## src/rtl/mem_ctrl.sv

```systemverilog
// Memory-side stage: posted write buffer with read forwarding and a ready-handshaked RAM port.
// Define MEM_TIMEOUT_EN to abort stalled RAM accesses after TIMEOUT cycles and raise err.
module mem_ctrl #(
    parameter int ADDR_WIDTH = 9,
    parameter int WBUF_DEPTH = 2,
    parameter int TIMEOUT    = 16
) (
    input  logic                  clk,
    input  logic                  reset,
    input  logic [31:0]           mar_addr,
    input  logic [31:0]           mdr_data,
    input  logic                  rd_req,
    input  logic                  wr_req,
    output logic                  wr_ready,
    output logic                  rd_ready,
    output logic [31:0]           rd_data,
    output logic                  rd_valid,
    output logic                  busy,
    output logic                  err,
    output logic [ADDR_WIDTH-1:0] mem_addr,
    output logic [31:0]           mem_wdata,
    output logic                  mem_re,
    output logic                  mem_we,
    input  logic [31:0]           mem_rdata,
    input  logic                  mem_ready
);
    localparam int PW = $clog2(WBUF_DEPTH);

    typedef enum logic [1:0] {IDLE, WRITE, READ} state_t;

    state_t                state_q, state_d;
    logic [ADDR_WIDTH-1:0] wb_addr_q [WBUF_DEPTH];
    logic [31:0]           wb_data_q [WBUF_DEPTH];
    logic [PW-1:0]         wptr_q, rptr_q;
    logic [PW:0]           cnt_q;
    logic                  rd_pend_q;
    logic [ADDR_WIDTH-1:0] rd_addr_q;
    logic [31:0]           rd_data_q;
    logic                  rd_valid_q;

    logic [ADDR_WIDTH-1:0] req_addr;
    logic                  full, push, rd_acc, pop, rd_fin, abort;
    logic                  fwd_hit;
    logic [31:0]           fwd_data;
    logic [PW-1:0]         idx;

    assign req_addr = mar_addr[ADDR_WIDTH-1:0];
    assign full     = (cnt_q == (PW+1)'(WBUF_DEPTH));
    assign wr_ready = !full;
    assign rd_ready = !rd_pend_q;
    assign push     = wr_req && wr_ready;
    assign rd_acc   = rd_req && rd_ready;
    assign pop      = (state_q == WRITE) && (mem_ready || abort);
    assign rd_fin   = (state_q == READ) && (mem_ready || abort);
    assign busy     = (cnt_q != '0) || rd_pend_q;
    assign rd_data  = rd_data_q;
    assign rd_valid = rd_valid_q;

    assign mem_we    = (state_q == WRITE);
    assign mem_re    = (state_q == READ);
    assign mem_addr  = mem_we ? wb_addr_q[rptr_q] :
                       mem_re ? rd_addr_q : '0;
    assign mem_wdata = mem_we ? wb_data_q[rptr_q] : '0;

    // Scan oldest to youngest so the youngest match wins; a same-cycle write is youngest of all.
    always_comb begin
        fwd_hit  = 1'b0;
        fwd_data = '0;
        idx      = '0;
        for (int i = 0; i < WBUF_DEPTH; i++) begin
            idx = rptr_q + PW'(i);
            if ((PW+1)'(i) < cnt_q && wb_addr_q[idx] == req_addr) begin
                fwd_hit  = 1'b1;
                fwd_data = wb_data_q[idx];
            end
        end
        if (push && req_addr == req_addr && wr_req) begin
            fwd_hit  = 1'b1;
            fwd_data = mdr_data;
        end
    end

    always_comb begin
        state_d = state_q;
        unique case (state_q)
            IDLE: begin
                if (cnt_q != '0 || push)
                    state_d = WRITE;
                else if (rd_pend_q || (rd_acc && !fwd_hit))
                    state_d = READ;
            end
            WRITE: begin
                if (pop)
                    state_d = (cnt_q > (PW+1)'(1) || push) ? WRITE : IDLE;
            end
            READ: begin
                if (rd_fin)
                    state_d = IDLE;
            end
            default: state_d = IDLE;
        endcase
    end

    always_ff @(posedge clk) begin
        if (push) begin
            wb_addr_q[wptr_q] <= req_addr;
            wb_data_q[wptr_q] <= mdr_data;
        end
    end

    always_ff @(posedge clk) begin
        if (reset) begin
            state_q    <= IDLE;
            wptr_q     <= '0;
            rptr_q     <= '0;
            cnt_q      <= '0;
            rd_pend_q  <= 1'b0;
            rd_addr_q  <= '0;
            rd_data_q  <= '0;
            rd_valid_q <= 1'b0;
        end else begin
            state_q    <= state_d;
            rd_valid_q <= 1'b0;
            if (push)
                wptr_q <= wptr_q + 1'b1;
            if (pop)
                rptr_q <= rptr_q + 1'b1;
            unique case ({push, pop})
                2'b10:   cnt_q <= cnt_q + 1'b1;
                2'b01:   cnt_q <= cnt_q - 1'b1;
                default: cnt_q <= cnt_q;
            endcase
            if (rd_acc) begin
                if (fwd_hit) begin
                    rd_valid_q <= 1'b1;
                    rd_data_q  <= fwd_data;
                end else begin
                    rd_pend_q <= 1'b1;
                    rd_addr_q <= req_addr;
                end
            end
            if (rd_fin) begin
                rd_pend_q  <= 1'b0;
                rd_valid_q <= 1'b1;
                rd_data_q  <= abort ? 32'hDEADBEEF : mem_rdata;
            end
        end
    end

`ifdef MEM_TIMEOUT_EN
    localparam int TW = $clog2(TIMEOUT + 1);
    logic [TW-1:0] tmo_q;
    logic          err_q;

    assign abort = (mem_we || mem_re) && !mem_ready &&
                   (tmo_q == TW'(TIMEOUT - 1));
    assign err   = err_q;

    // Counter restarts at every access boundary, including back-to-back writes.
    always_ff @(posedge clk) begin
        if (reset) begin
            tmo_q <= '0;
            err_q <= 1'b0;
        end else begin
            if (!(mem_we || mem_re) || pop || rd_fin)
                tmo_q <= '0;
            else
                tmo_q <= tmo_q + 1'b1;
            if (abort)
                err_q <= 1'b1;
        end
    end
`else
    localparam int UNUSED_TIMEOUT = TIMEOUT;
    assign abort = 1'b0;
    assign err   = 1'b0;
`endif

    logic unused_mar;
    assign unused_mar = ^mar_addr[31:ADDR_WIDTH];

endmodule

```

## config.mk

```make
export PLATFORM = sky130hd
export DESIGN_NAME = mem_ctrl
export DESIGN_NICKNAME = d
export VERILOG_FILES = /design/src/rtl/mem_ctrl.sv
export SDC_FILE = /design/constraint.sdc
export NUM_CORES = 1
export LEC_CHECK = 0
export BUFFER_PORTS_ARGS = -buffer_cell sky130_fd_sc_hd__buf_2
export CAP_MARGIN = 20
export CORE_AREA = 2 2 102 129
export CTS_BUF_LIST = sky130_fd_sc_hd__clkbuf_4 sky130_fd_sc_hd__clkbuf_8
export DETAILED_ROUTE_END_ITERATION = 16
export DIE_AREA = 0 0 104 131
export PLACE_DENSITY = 0.88
export SETUP_SLACK_MARGIN = 0.15
export SLEW_MARGIN = 15
export SYNTH_ARGS = -nofsm -noshare
export SYNTH_HDL_FRONTEND = slang
export SYNTH_SLANG_ARGS = --single-unit
```

## constraint.sdc

```tcl
create_clock -name clk -period 4.6 [get_ports clk]
set_input_delay 1.15 -clock clk [delete_from_list [all_inputs] [get_ports clk]]
set_output_delay 1.15 -clock clk [all_outputs]
set_load 0.02 [all_outputs]
```

======== Yosys cells after proc, flatten, opt, wreduce, memory -nomap -nowiden ========
Memory sizes are Yosys's and may differ from the RTL's. A register that Yosys moved wholly into a read port is not among the register bits.
Cells that the tools add are included.
cells by class
  add/subtract/negate cells ............... 4
  magnitude comparators ................... 3
  eq/ne operators ......................... 10
  multiplexer cells ....................... 28
  bitwise operators ....................... 1
  reductions and logical operators ........ 24
operator list
  kind                                                                          number
  32-bit 2-to-1 mux                                                             7
  9-bit == test                                                                 2
  9-bit 2-to-1 mux                                                              2
  1-bit 2-to-1 mux                                                              13
  1-bit logical AND                                                             8
  2-bit 2-to-1 mux                                                              4
  2-bit nonzero test                                                            4
  2-bit == test (second input constant)                                         3
  2-bit case mux with 3 select lines                                            1
  2-bit by 1-bit == test with 1-bit output (second input constant)              2
  1-bit logical OR                                                              4
  1-bit by 2-bit less-than comparator with 1-bit output (first input constant)  2
  2-bit by 1-bit != test with 1-bit output (second input constant)              2
  2-bit case mux with 2 select lines                                            1
  2-bit AND reduction                                                           2
  1-bit logical NOT                                                             3
  3-bit != test (second input constant)                                         1
  3-bit AND reduction                                                           1
  1-bit adder (second input constant)                                           2
  2-bit by 1-bit adder with 2-bit output (second input constant)                1
  2-bit by 1-bit > comparator with 1-bit output (second input constant)         1
  2-bit logical NOT                                                             1
  2-bit OR reduction                                                            1
  2-bit by 1-bit subtractor with 2-bit output (second input constant)           1
  1-bit inverter                                                                1
storage, ports and cells
  flip-flop bits (word level) ............. 49
  bits in writable memories ............... 82
  bits of input ports ..................... 101
  output and inout port bits .............. 80
  memories kept ........................... 2
memory list
  memory     words  bits a word  read ports  clocked after memory_dff  write ports  RTL line  source
  wb_data_q  2      32           2           1                         1            33        logic [31:0] wb_data_q [WBUF_DEPTH];
  wb_addr_q  2      9            2           1                         1            32        logic [ADDR_WIDTH-1:0] wb_addr_q [WBUF_DEPTH];

======== Logic depth before layout (Yosys ltp) ========
Gate-level depths: netlist of the first run.
An unclocked memory read counts as a cell.
  word-level depth ........................ 12
  gate-level depth with buffers ........... 11

======== Worst setup path after synthesis of the first run ========
OpenSTA, ideal clock, no wires.
  kind .................................... input to register
  start ................................... input wr_req
  end ..................................... memory wb_addr_q[0][0], enable pin
  arrival ................................. 3.331 ns
  path slack .............................. 0.829 ns
  cell stages on the path ................. 4
  cell sequence ........................... nor2b_1 > clkbuf_1 > inv_1 > nor2_1
on the way
  cells in the longest elaborated chain, start to end .. 3
ends and longest elaborated chain
  what                                    RTL line  source
  start, declared                         13        input logic wr_req,
  1-bit logical AND                       51        assign push = wr_req && wr_ready;
  1-bit 2-to-1 mux                        105       if (push) begin
  1-bit 2-to-1 mux (implied by the code)  106       wb_addr_q[wptr_q] <= req_addr;
  end, declared                           32
Every way passes these cells.

======== Worst setup path after layout of the first run ========
  start ................................... register state_q[1]
  end ..................................... output mem_wdata[11]
on the way
  cells in the longest elaborated chain, start to end .. 2
ends and longest elaborated chain
  what                                      RTL line  source
  start, declared                           31        state_t state_q, state_d;
  start signal, assigned                    122       state_q <= state_d;
  2-bit by 1-bit == test with 1-bit output  59        assign mem_we = (state_q == WRITE);
  32-bit 2-to-1 mux                         63        assign mem_wdata = mem_we ? wb_data_q[rptr_q] : '0;
  end, declared                             21        output logic [31:0] mem_wdata,
Every way passes these cells.

==> results.txt, run 1 <==
----------------------------------------------------
[Job]
  Number of max-cap violations ... 0

[Timing]
  Worst-margin pin slew ... 1020 ps
  Number of hold-slack violations in the final timing report ... 0
  Count of final setup violators ... 0
  Smallest hold slack ... 481 ps
  Fraction of the cycle the final worst path needs ... 0.773
  Setup TNS ... 0 ps
  Final clock skew ... 8.84 ps
  Setup repair after global routing missed its margin ... no
  Maximum clock frequency ... 0.281 GHz
  Number of pins exceeding their max-slew limit in the final report ... 0
  Worst slew margin relative to its limit ... 0.320
  Time the final worst path needs with I/O delays and setup ... 3560 ps

[Power and ir drop]
  Maximum vdd drop ... 0.294 mV
  PD cells ... 499 nW/µm²
  Post-layout power ... 3.90 mW
  Leak Pwr ... 3.04 nW

[Clock network]
  Number of levels the H-tree was split into ... 4
  Clock-pin slew on the worst setup and hold paths ... 70 ps
  Library cell used as clock root buffer ... sky130_fd_sc_hd__clkbuf_8
  Hold_buf cts ... 0
  Number of cells upsized or downsized after cts ... 0
  Number of buffers on the longest clock path ... 2
  Clock insertion delay at the later pin of the skew report ... 430 ps
  Post-CTS Setup Inserts ... 0
  CTS tree ... done
  Sink Count ... 132
  Number of buffers added by the clock tree synthesis step ... 17

[Critical path]
  Data required, critical path ... 3450 ps
  Category of the worst setup path launch point ... flop
  Element type at the critical path end ... primary output
  Worst setup path class ... flop to primary output
  Worst r2r src ... rptr_q
  Crit path DAT ... 2410 ps
  Maximum fanout encountered on the critical timing path ... 33
  Critical path origin ... state_q[1]

[Drt]
  Number of nets with antenna violations after routing ... 0
  DR pass1 iterations ... 5
  Number of DRC markers in iteration 0 ... 326
  Detail-routed via count per cell ... 5.82
  WL/cell ... 18.8 µm
  Total wire length ... 16,700 µm
  DR vias ... 5,159
  Drc violations ... 0

[Synthesis]
  Simple logic cell fraction of the synthesized area ... 0.0880
  Synthesized netlist cell count ... 567
  #FFs+latches synth ... 132
  Part of the Yosys area used for sequential elements ... 0.530
  Number of nets produced by synthesis ... 672
  Mapped cell area ... 6540 µm²
  Average size of a mapped cell ... 11.5 µm²
  FFs w/ async S/R, synth ... 0
  Area fraction in compound gates after synthesis ... 0.154
  Count of unique library cells instantiated by Yosys ... 34
  Share of the synthesized netlist area taken by xor and xnor gates ... 0.0295
  Post-synthesis adder-cell area fraction ... 0.00766
  Portion of netlist area occupied by mux cells ... 0.145
  Flip-flop cell with the highest count after synthesis ... sky130_fd_sc_hd__edfxtp_1
  Combinational family with the most area after synthesis ... compound AO/OA/AOI/OAI gates
  Number of enable-type register cells in the synthesized netlist ... 82
  Warning count from the yosys run ... 0

[Die]
  Initial standard-cell utilization of the core ... 0.526
  Die Area ... 13,600 µm²
  X dimension of the die ... 104 µm
  I/O pin count ... 181
  Row count ... 46
  Floorplan die height ... 131 µm
  Core ar. ... 12,400 µm²

[Cells and area]
  Share of cells above drive strength 1 ... 0.338
  Layout Nets ... 810
  Fill cell instance count of the final layout ... 1,005
  Layout overhead on the synthesized area ... 19.6%

[Placed design]
  Post-DP HPWL ... 10,900 µm
  PortBufs ... 156
  Routability cong. ... 0.791

[Hold path]
  Class of the tightest hold or removal check ... flop to flop
  Startpoint of the tightest hold check path ... state_q[1]

[GRT]
  Global Route Usage Sum ... 0.239
  First-pass GRT wire length ... 25,300 µm
  Remaining global-route overflow ... 0
  Via count of the first global-routing pass ... 5,151
  Antenna violations before repair ... 2
  Largest net degree at the start of global routing ... 42

[Run status]
  Run status ... finished, final reports clean

----------------------------------------------------
-- placed cells by master, fill, tap and decap left out, types with 2 or more instances in the layout --
| cell | count |
|---|---|
| sky130_fd_sc_hd__a21oi_1 | 34 |
| sky130_fd_sc_hd__a32oi_1 | 32 |
| sky130_fd_sc_hd__and2_1 | 32 |
| sky130_fd_sc_hd__buf_2 | 156 |
| sky130_fd_sc_hd__buf_4 | 12 |
| sky130_fd_sc_hd__clkbuf_4 | 4 |
| sky130_fd_sc_hd__clkbuf_8 | 23 |
| sky130_fd_sc_hd__clkinv_2 | 3 |
| sky130_fd_sc_hd__dfxtp_1 | 48 |
| sky130_fd_sc_hd__dfxtp_2 | 2 |
| sky130_fd_sc_hd__edfxtp_1 | 82 |
| sky130_fd_sc_hd__ha_1 | 4 |
| sky130_fd_sc_hd__inv_1 | 7 |
| sky130_fd_sc_hd__mux2_2 | 32 |
| sky130_fd_sc_hd__mux2i_1 | 59 |
| sky130_fd_sc_hd__nand2_1 | 44 |
| sky130_fd_sc_hd__nand2b_1 | 5 |
| sky130_fd_sc_hd__nand3_1 | 3 |
| sky130_fd_sc_hd__nor2_1 | 19 |
| sky130_fd_sc_hd__nor4_1 | 3 |
| sky130_fd_sc_hd__o21ai_0 | 9 |
| sky130_fd_sc_hd__o31ai_1 | 64 |
| sky130_fd_sc_hd__xnor2_1 | 20 |
| sky130_fd_sc_hd__xor2_1 | 2 |
-- registers in the layout, summed over array words and instances, names as in the netlist, named ones only --
register / cells
rptr_q: 1
wb_addr_q: 18
wb_data_q: 64
rd_valid: 1
cnt_q: 2
rd_data: 32
rd_pend_q: 1
state_q: 2
rd_addr_q: 9
wptr_q: 1
-- layer usage --
metal  GRT usage  wire length [µm]  up-vias
met2       0.430              8700      205
met5           0                 8        -
li1            -                 -     2413
met1       0.271              6600     2501
met3      0.0610              1040       38
met4       0.105               365        2
-- path summary, 6_finish.rpt --
check | endpoint | slack, ps | cells past startpoint
max reg2reg | rd_data[0] | 1130 | 9
max | mem_wdata[11] | 1040 | 4
min | state_q[0] | 480 | 1
min reg2reg | state_q[0] | 480 | 1
-- final cells by class --
cell class / instances / area [µm²] / share of cell area
clock buffer: 27 / 347 / 0.0443
antenna: 1 / 2.50 / 0.000320
inverter: 7 / 26.3 / 0.00336
clock inverter: 5 / 48.8 / 0.00624
timing repair buffer: 169 / 898 / 0.115
tap: 168 / 210 / 0.0269
sequential: 132 / 3470 / 0.443
multi-input combinational: 378 / 2820 / 0.361
-- worst max-delay path: stages (launching register included) --
cell and delay [ps]:
sky130_fd_sc_hd__dfxtp_1 330, sky130_fd_sc_hd__nand2b_1 340, sky130_fd_sc_hd__inv_1 810, sky130_fd_sc_hd__and2_1 300, sky130_fd_sc_hd__buf_2 180
-- cell usage after synthesis (2+ instances only) --
master | number | area share
sky130_fd_sc_hd__mux2_2 | 32 | 0.055
sky130_fd_sc_hd__a32oi_1 | 32 | 0.043
sky130_fd_sc_hd__clkbuf_1 | 32 | 0.018
sky130_fd_sc_hd__xnor2_1 | 20 | 0.027
sky130_fd_sc_hd__a21oi_1 | 35 | 0.027
sky130_fd_sc_hd__nand3_1 | 3 | 0.0023
sky130_fd_sc_hd__nor4_1 | 3 | 0.0029
sky130_fd_sc_hd__nand2b_1 | 5 | 0.0048
sky130_fd_sc_hd__buf_2 | 5 | 0.0038
sky130_fd_sc_hd__edfxtp_1 | 82 | 0.38
sky130_fd_sc_hd__buf_1 | 3 | 0.0017
sky130_fd_sc_hd__inv_1 | 7 | 0.0040
sky130_fd_sc_hd__o31ai_1 | 64 | 0.073
sky130_fd_sc_hd__nand2_1 | 44 | 0.025
sky130_fd_sc_hd__buf_6 | 9 | 0.016
sky130_fd_sc_hd__mux2i_1 | 59 | 0.090
sky130_fd_sc_hd__nor2_1 | 21 | 0.012
sky130_fd_sc_hd__nor2b_1 | 2 | 0.0019
sky130_fd_sc_hd__o21ai_0 | 9 | 0.0069
sky130_fd_sc_hd__xor2_1 | 2 | 0.0027
sky130_fd_sc_hd__and2_1 | 33 | 0.032
sky130_fd_sc_hd__dfxtp_1 | 50 | 0.15
sky130_fd_sc_hd__ha_1 | 4 | 0.0077
-- per-stage QoR --
stage,instances,util,instance area [µm²],worst slack [ps]
5_1_grt,886,0.629,7820,867
4_1_cts,884,0.626,7780,1030
3_3_place_gp,852,0.594,7380,1150
2_1_floorplan,567,-,6540,829
3_5_place_dp,852,0.594,7380,1010
6_report,887,0.629,7820,1040
-- power by group --
part / internal [mW] / total (mW) / switching [mW] / leakage (nW)
clock: 0.535 / 0.958 / 0.424 / 0.211
sequential: 1.48 / 1.60 / 0.126 / 1.17
combinational: 0.513 / 1.34 / 0.830 / 1.65
-- kinds of logic after synthesis --
family | count (synthesis)
buffers and inverters | 57
adders and majority gates | 4
DFF | 132
and+or+nand+nor | 116
other | 1
muxes | 91
xor gates and xnor gates | 22
AOI/OAI and AO/OA | 144
(Power assumes the default switching activity.)
==> run 2: changes to the inputs <==
--- a/config.mk
+++ b/config.mk
@@ -5,13 +5,14 @@
 export SDC_FILE = /design/constraint.sdc
 export NUM_CORES = 1
 export LEC_CHECK = 0
+export ABC_AREA = 1
 export BUFFER_PORTS_ARGS = -buffer_cell sky130_fd_sc_hd__buf_2
 export CAP_MARGIN = 20
-export CORE_AREA = 2 2 102 129
+export CORE_AREA = 2 2 105 133
 export CTS_BUF_LIST = sky130_fd_sc_hd__clkbuf_4 sky130_fd_sc_hd__clkbuf_8
 export DETAILED_ROUTE_END_ITERATION = 16
-export DIE_AREA = 0 0 104 131
-export PLACE_DENSITY = 0.88
+export DIE_AREA = 0 0 107 135
+export PLACE_DENSITY = 0.9
 export SETUP_SLACK_MARGIN = 0.15
 export SLEW_MARGIN = 15
 export SYNTH_ARGS = -nofsm -noshare
==> constraint.sdc (replaced) <==
create_clock -name clk -period 3.3 [get_ports clk]
set_input_delay 0.825 -clock clk [delete_from_list [all_inputs] [get_ports clk]]
set_output_delay 0.825 -clock clk [all_outputs]
set_load 0.02 [all_outputs]
==> results.txt, run 2 <==
----------------------------------------------------
[Synthesis]
  Part of the Yosys area used for sequential elements ... 0.476 (was 0.530)
  Average size of a mapped cell ... 8.18 µm² (was 11.5 µm²)
  #FFs+latches synth ... 132 (unchanged)
  Top cell types by occurrence after synthesis ... sky130_fd_sc_hd__nor2_1, sky130_fd_sc_hd__nand2_1, sky130_fd_sc_hd__edfxtp_1 (was sky130_fd_sc_hd__edfxtp_1, sky130_fd_sc_hd__o31ai_1, sky130_fd_sc_hd__mux2i_1)
  Count of unique library cells instantiated by Yosys ... 33 (was 34)
  Mapped cell area ... 7280 µm² (was 6540 µm²)
  Number of enable-type register cells in the synthesized netlist ... 82 (unchanged)
  Most frequently used cell type in the post-synthesis netlist ... sky130_fd_sc_hd__nor2_1 (was sky130_fd_sc_hd__edfxtp_1)
  Number of nets produced by synthesis ... 994 (was 672)
  Cell types occupying the most area after synthesis ... sky130_fd_sc_hd__edfxtp_1, sky130_fd_sc_hd__dfxtp_1, sky130_fd_sc_hd__nor2_1, sky130_fd_sc_hd__mux2i_1, sky130_fd_sc_hd__nand2_1 (was sky130_fd_sc_hd__edfxtp_1, sky130_fd_sc_hd__dfxtp_1, sky130_fd_sc_hd__mux2i_1, sky130_fd_sc_hd__o31ai_1, sky130_fd_sc_hd__mux2_2)
  Warning count from the yosys run ... 0 (unchanged)
  FFs w/ async S/R, synth ... 0 (unchanged)
  Cell taking the most area after synthesis ... sky130_fd_sc_hd__edfxtp_1 (unchanged)
  Proportion of netlist area held by the largest area contributor ... 0.338 (was 0.377)
  Synthesized netlist cell count ... 889 (was 567)
  Flip-flop cell with the highest count after synthesis ... sky130_fd_sc_hd__edfxtp_1 (unchanged)

[Cells and area]
  Highest-count cells in the layout ignoring fill and taps ... sky130_fd_sc_hd__nor2_1, sky130_fd_sc_hd__nand2_1, sky130_fd_sc_hd__buf_2 (was sky130_fd_sc_hd__buf_2, sky130_fd_sc_hd__edfxtp_1, sky130_fd_sc_hd__o31ai_1)
  Leading cell type in the layout, fill and taps excluded ... sky130_fd_sc_hd__nor2_1 (was sky130_fd_sc_hd__buf_2)
  Layout overhead on the synthesized area ... 18.5% (was 19.6%)
  Diode insertion count for antenna repair ... 0 (was 1)
  Share of cells above drive strength 1 ... 0.215 (was 0.338)
  Layout Nets ... 1,132 (was 810)
  Register bank with the most flops ... wb_data_q (unchanged)
  Number of flip-flops under the largest register name ... 64 (unchanged)
  Final design instance area without fill ... 8620 µm² (was 7820 µm²)

[GRT]
  Via count of the first global-routing pass ... 6,389 (was 5,151)
  First-pass GRT wire length ... 31,200 µm (was 25,300 µm)
  Antenna violations before repair ... 2 (unchanged)
  Remaining global-route overflow ... 0 (unchanged)
  Global Route Usage Sum ... 0.278 (was 0.239)
  Largest net degree at the start of global routing ... 50 (was 42)

[Drt]
  Detail-routed via count per cell ... 5.61 (was 5.82)
  Number of DRC markers in iteration 0 ... 463 (was 326)
  WL/cell ... 16.5 µm (was 18.8 µm)
  Total wire length ... 20,000 µm (was 16,700 µm)
  DR pass1 iterations ... 5 (unchanged)
  Drc violations ... 0 (unchanged)
  DR vias ... 6,790 (was 5,159)
  Number of nets with antenna violations after routing ... 0 (unchanged)

[Timing]
  Smallest hold slack ... 528 ps (was 481 ps)
  Worst slew margin relative to its limit ... 0.576 (was 0.320)
  Number of pins exceeding their max-slew limit in the final report ... 0 (unchanged)
  Worst Setup Slack, final ... 365 ps (was 1040 ps)
  Setup repair after global routing missed its margin ... no (unchanged)
  Number of hold-slack violations in the final timing report ... 0 (unchanged)
  Maximum clock frequency ... 0.341 GHz
  Final clock skew ... 12.9 ps (was 8.84 ps)
  Count of final setup violators ... 0 (unchanged)
  Fraction of the cycle the final worst path needs ... 0.889
  Worst-margin pin slew ... 634 ps (was 1020 ps)
  Time the final worst path needs with I/O delays and setup ... 2930 ps
  Setup TNS ... 0 ps (unchanged)

[Die]
  Die Area ... 14,400 µm² (was 13,600 µm²)
  Initial standard-cell utilization of the core ... 0.555 (was 0.526)
  Row count ... 47 (was 46)
  X dimension of the die ... 107 µm (was 104 µm)
  Core ar. ... 13,100 µm² (was 12,400 µm²)
  Floorplan die height ... 135 µm (was 131 µm)
  I/O pin count ... 181 (unchanged)

[Clock network]
  Clock insertion delay at the later pin of the skew report ... 450 ps (was 430 ps)
  Hold_buf cts ... 0 (unchanged)
  Clock-pin slew on the worst setup and hold paths ... 70 ps (about the same)
  Sink Count ... 132 (unchanged)
  Library cell used as clock root buffer ... sky130_fd_sc_hd__clkbuf_8 (unchanged)
  CTS tree ... done (unchanged)
  Number of levels the H-tree was split into ... 4 (unchanged)
  Number of cells upsized or downsized after cts ... 0 (unchanged)
  Number of buffers added by the clock tree synthesis step ... 17 (unchanged)
  Number of buffers on the longest clock path ... 2 (unchanged)
  Post-CTS Setup Inserts ... 0 (unchanged)

[Critical path]
  Max incr delay on CP ... 670 ps (was 810 ps)
  Critical Path Slowest Stage Cell ... sky130_fd_sc_hd__dfxtp_2 (was sky130_fd_sc_hd__inv_1)
  Category of the worst setup path launch point ... flop (unchanged)
  Cell-by-cell listing of the critical path ... buf_4 -> o21ai_0 -> nor2_1 -> buf_2 (was nand2b_1 -> inv_1 -> and2_1 -> buf_2)
  Maximum fanout encountered on the critical timing path ... 20 (was 33)
  Data required, critical path ... 2470 ps (was 3450 ps)
  Largest delay share family, worst path ... flip-flops (was buffers and inverters)
  Worst setup path class ... flop to primary output (unchanged)
  Element type at the critical path end ... primary output (unchanged)
  Buf+Inv Stages, Crit Path ... 2 (unchanged)
  Crit path DAT ... 2110 ps (was 2410 ps)

[Hold path]
  Class of the tightest hold or removal check ... flop to flop (unchanged)

[Power and ir drop]
  PD cells ... 696 nW/µm² (was 499 nW/µm²)
  Maximum vdd drop ... 0.398 mV (was 0.294 mV)
  Leak Pwr ... 3.82 nW (was 3.04 nW)

[Placed design]
  PortBufs ... 156 (unchanged)
  Post-DP HPWL ... 13,100 µm (was 10,900 µm)
  Routability cong. ... 0.884 (was 0.791)
  Placed inst area ... 8180 µm² (was 7380 µm²)
  Pre-CTS WS ... 419 ps (was 1010 ps)

[Run status]
  Run status ... finished, final reports clean (unchanged)

[Job]
  Number of max-cap violations ... 0 (unchanged)

----------------------------------------------------
[run 2: cell types whose count changed in the layout (fill, tap and decap cells not counted), moves of 38 or more]
| cell | before | now |
|---|---|---|
| sky130_fd_sc_hd__nor2_1 | 19 | 179 |
| sky130_fd_sc_hd__nand2_1 | 44 | 159 |
| sky130_fd_sc_hd__o21ai_0 | 9 | 78 |
| sky130_fd_sc_hd__nand3_1 | 3 | 59 |
| sky130_fd_sc_hd__inv_1 | 7 | 45 |
| sky130_fd_sc_hd__o31ai_1 | 64 | 0 |
[run 2: final timing paths]
| kind | start | endpoint | slack, ps | cells after the start |
|---|---|---|---|---|
| max | flop | mem_wdata[10] | 370 | 4 |
| min | state_q[0] | state_q[0] | 530 | 2 |
| max reg2reg | flop | rd_data[27] | 450 | 15 |
| min reg2reg | state_q[0] | state_q[0] | 530 | 2 |
[run 2: area by class of cell]
class	instances	area [µm²]
Sequential cell	132	3470
Multi-Input combinational cell	650	3350
Timing Repair Buffer	177	963
Tap cell	171	214
Clock buffer	18	248
Inverter	49	186
Clock inverter	14	199
Fill cell	1075	4490
[run 2: worst reg2reg max path, cell delays in order, from the launching register on]
cell,delay [ps]
sky130_fd_sc_hd__dfxtp_2,670
sky130_fd_sc_hd__inv_2,220
sky130_fd_sc_hd__nand2_1,130
sky130_fd_sc_hd__nand2_1,80
sky130_fd_sc_hd__nand2_1,60
sky130_fd_sc_hd__nand2_1,40
sky130_fd_sc_hd__nor2_1,100
sky130_fd_sc_hd__inv_1,50
sky130_fd_sc_hd__nor2_1,130
sky130_fd_sc_hd__nand3_2,130
sky130_fd_sc_hd__nand2_4,380
sky130_fd_sc_hd__nand2_4,380
sky130_fd_sc_hd__nand3_1,180
sky130_fd_sc_hd__nand2_1,60
sky130_fd_sc_hd__nor2_1,110
sky130_fd_sc_hd__nor2_1,50
[run 2: layer usage]
layer  track usage  vias up  part of all wire
met4         0.122        2             0.025
li1              -     3266                 -
met5             0        -           0.00080
met1         0.338     3133              0.39
met2         0.474      343              0.50
met3        0.0584       46             0.084
[run 2: power by group]
part	leakage, nW	internal (mW)	switching [mW]
Clock	0.213	0.852	0.683
Combinational	2.43	0.782	1.49
Sequential	1.17	2.03	0.170
[run 2: stage by stage]
stage / utilization / total power [mW] / cells
floorplan: - / 3.80 / 889
global placement: 0.624 / 4.40 / 1179
detailed placement: 0.624 / 4.48 / 1179
CTS: 0.658 / 6.00 / 1211
global route: 0.658 / 6.33 / 1211
finish: 0.658 / 6.01 / 1211
[run 2: cell families (layout without fill, tap and decap cells)]
group / Yosys count / after routing / share of synthesized area
compound gates: 106 / 106 / 0.0784
simple gates: 474 / 474 / 0.282
buf+inv: 107 / 258 / 0.0676
other cells: 1 / 1 / 0.000515
mux: 62 / 62 / 0.0853
fa+ha+maj: 4 / 4 / 0.00688
flops: 132 / 132 / 0.476
xor+xnor: 3 / 3 / 0.00361
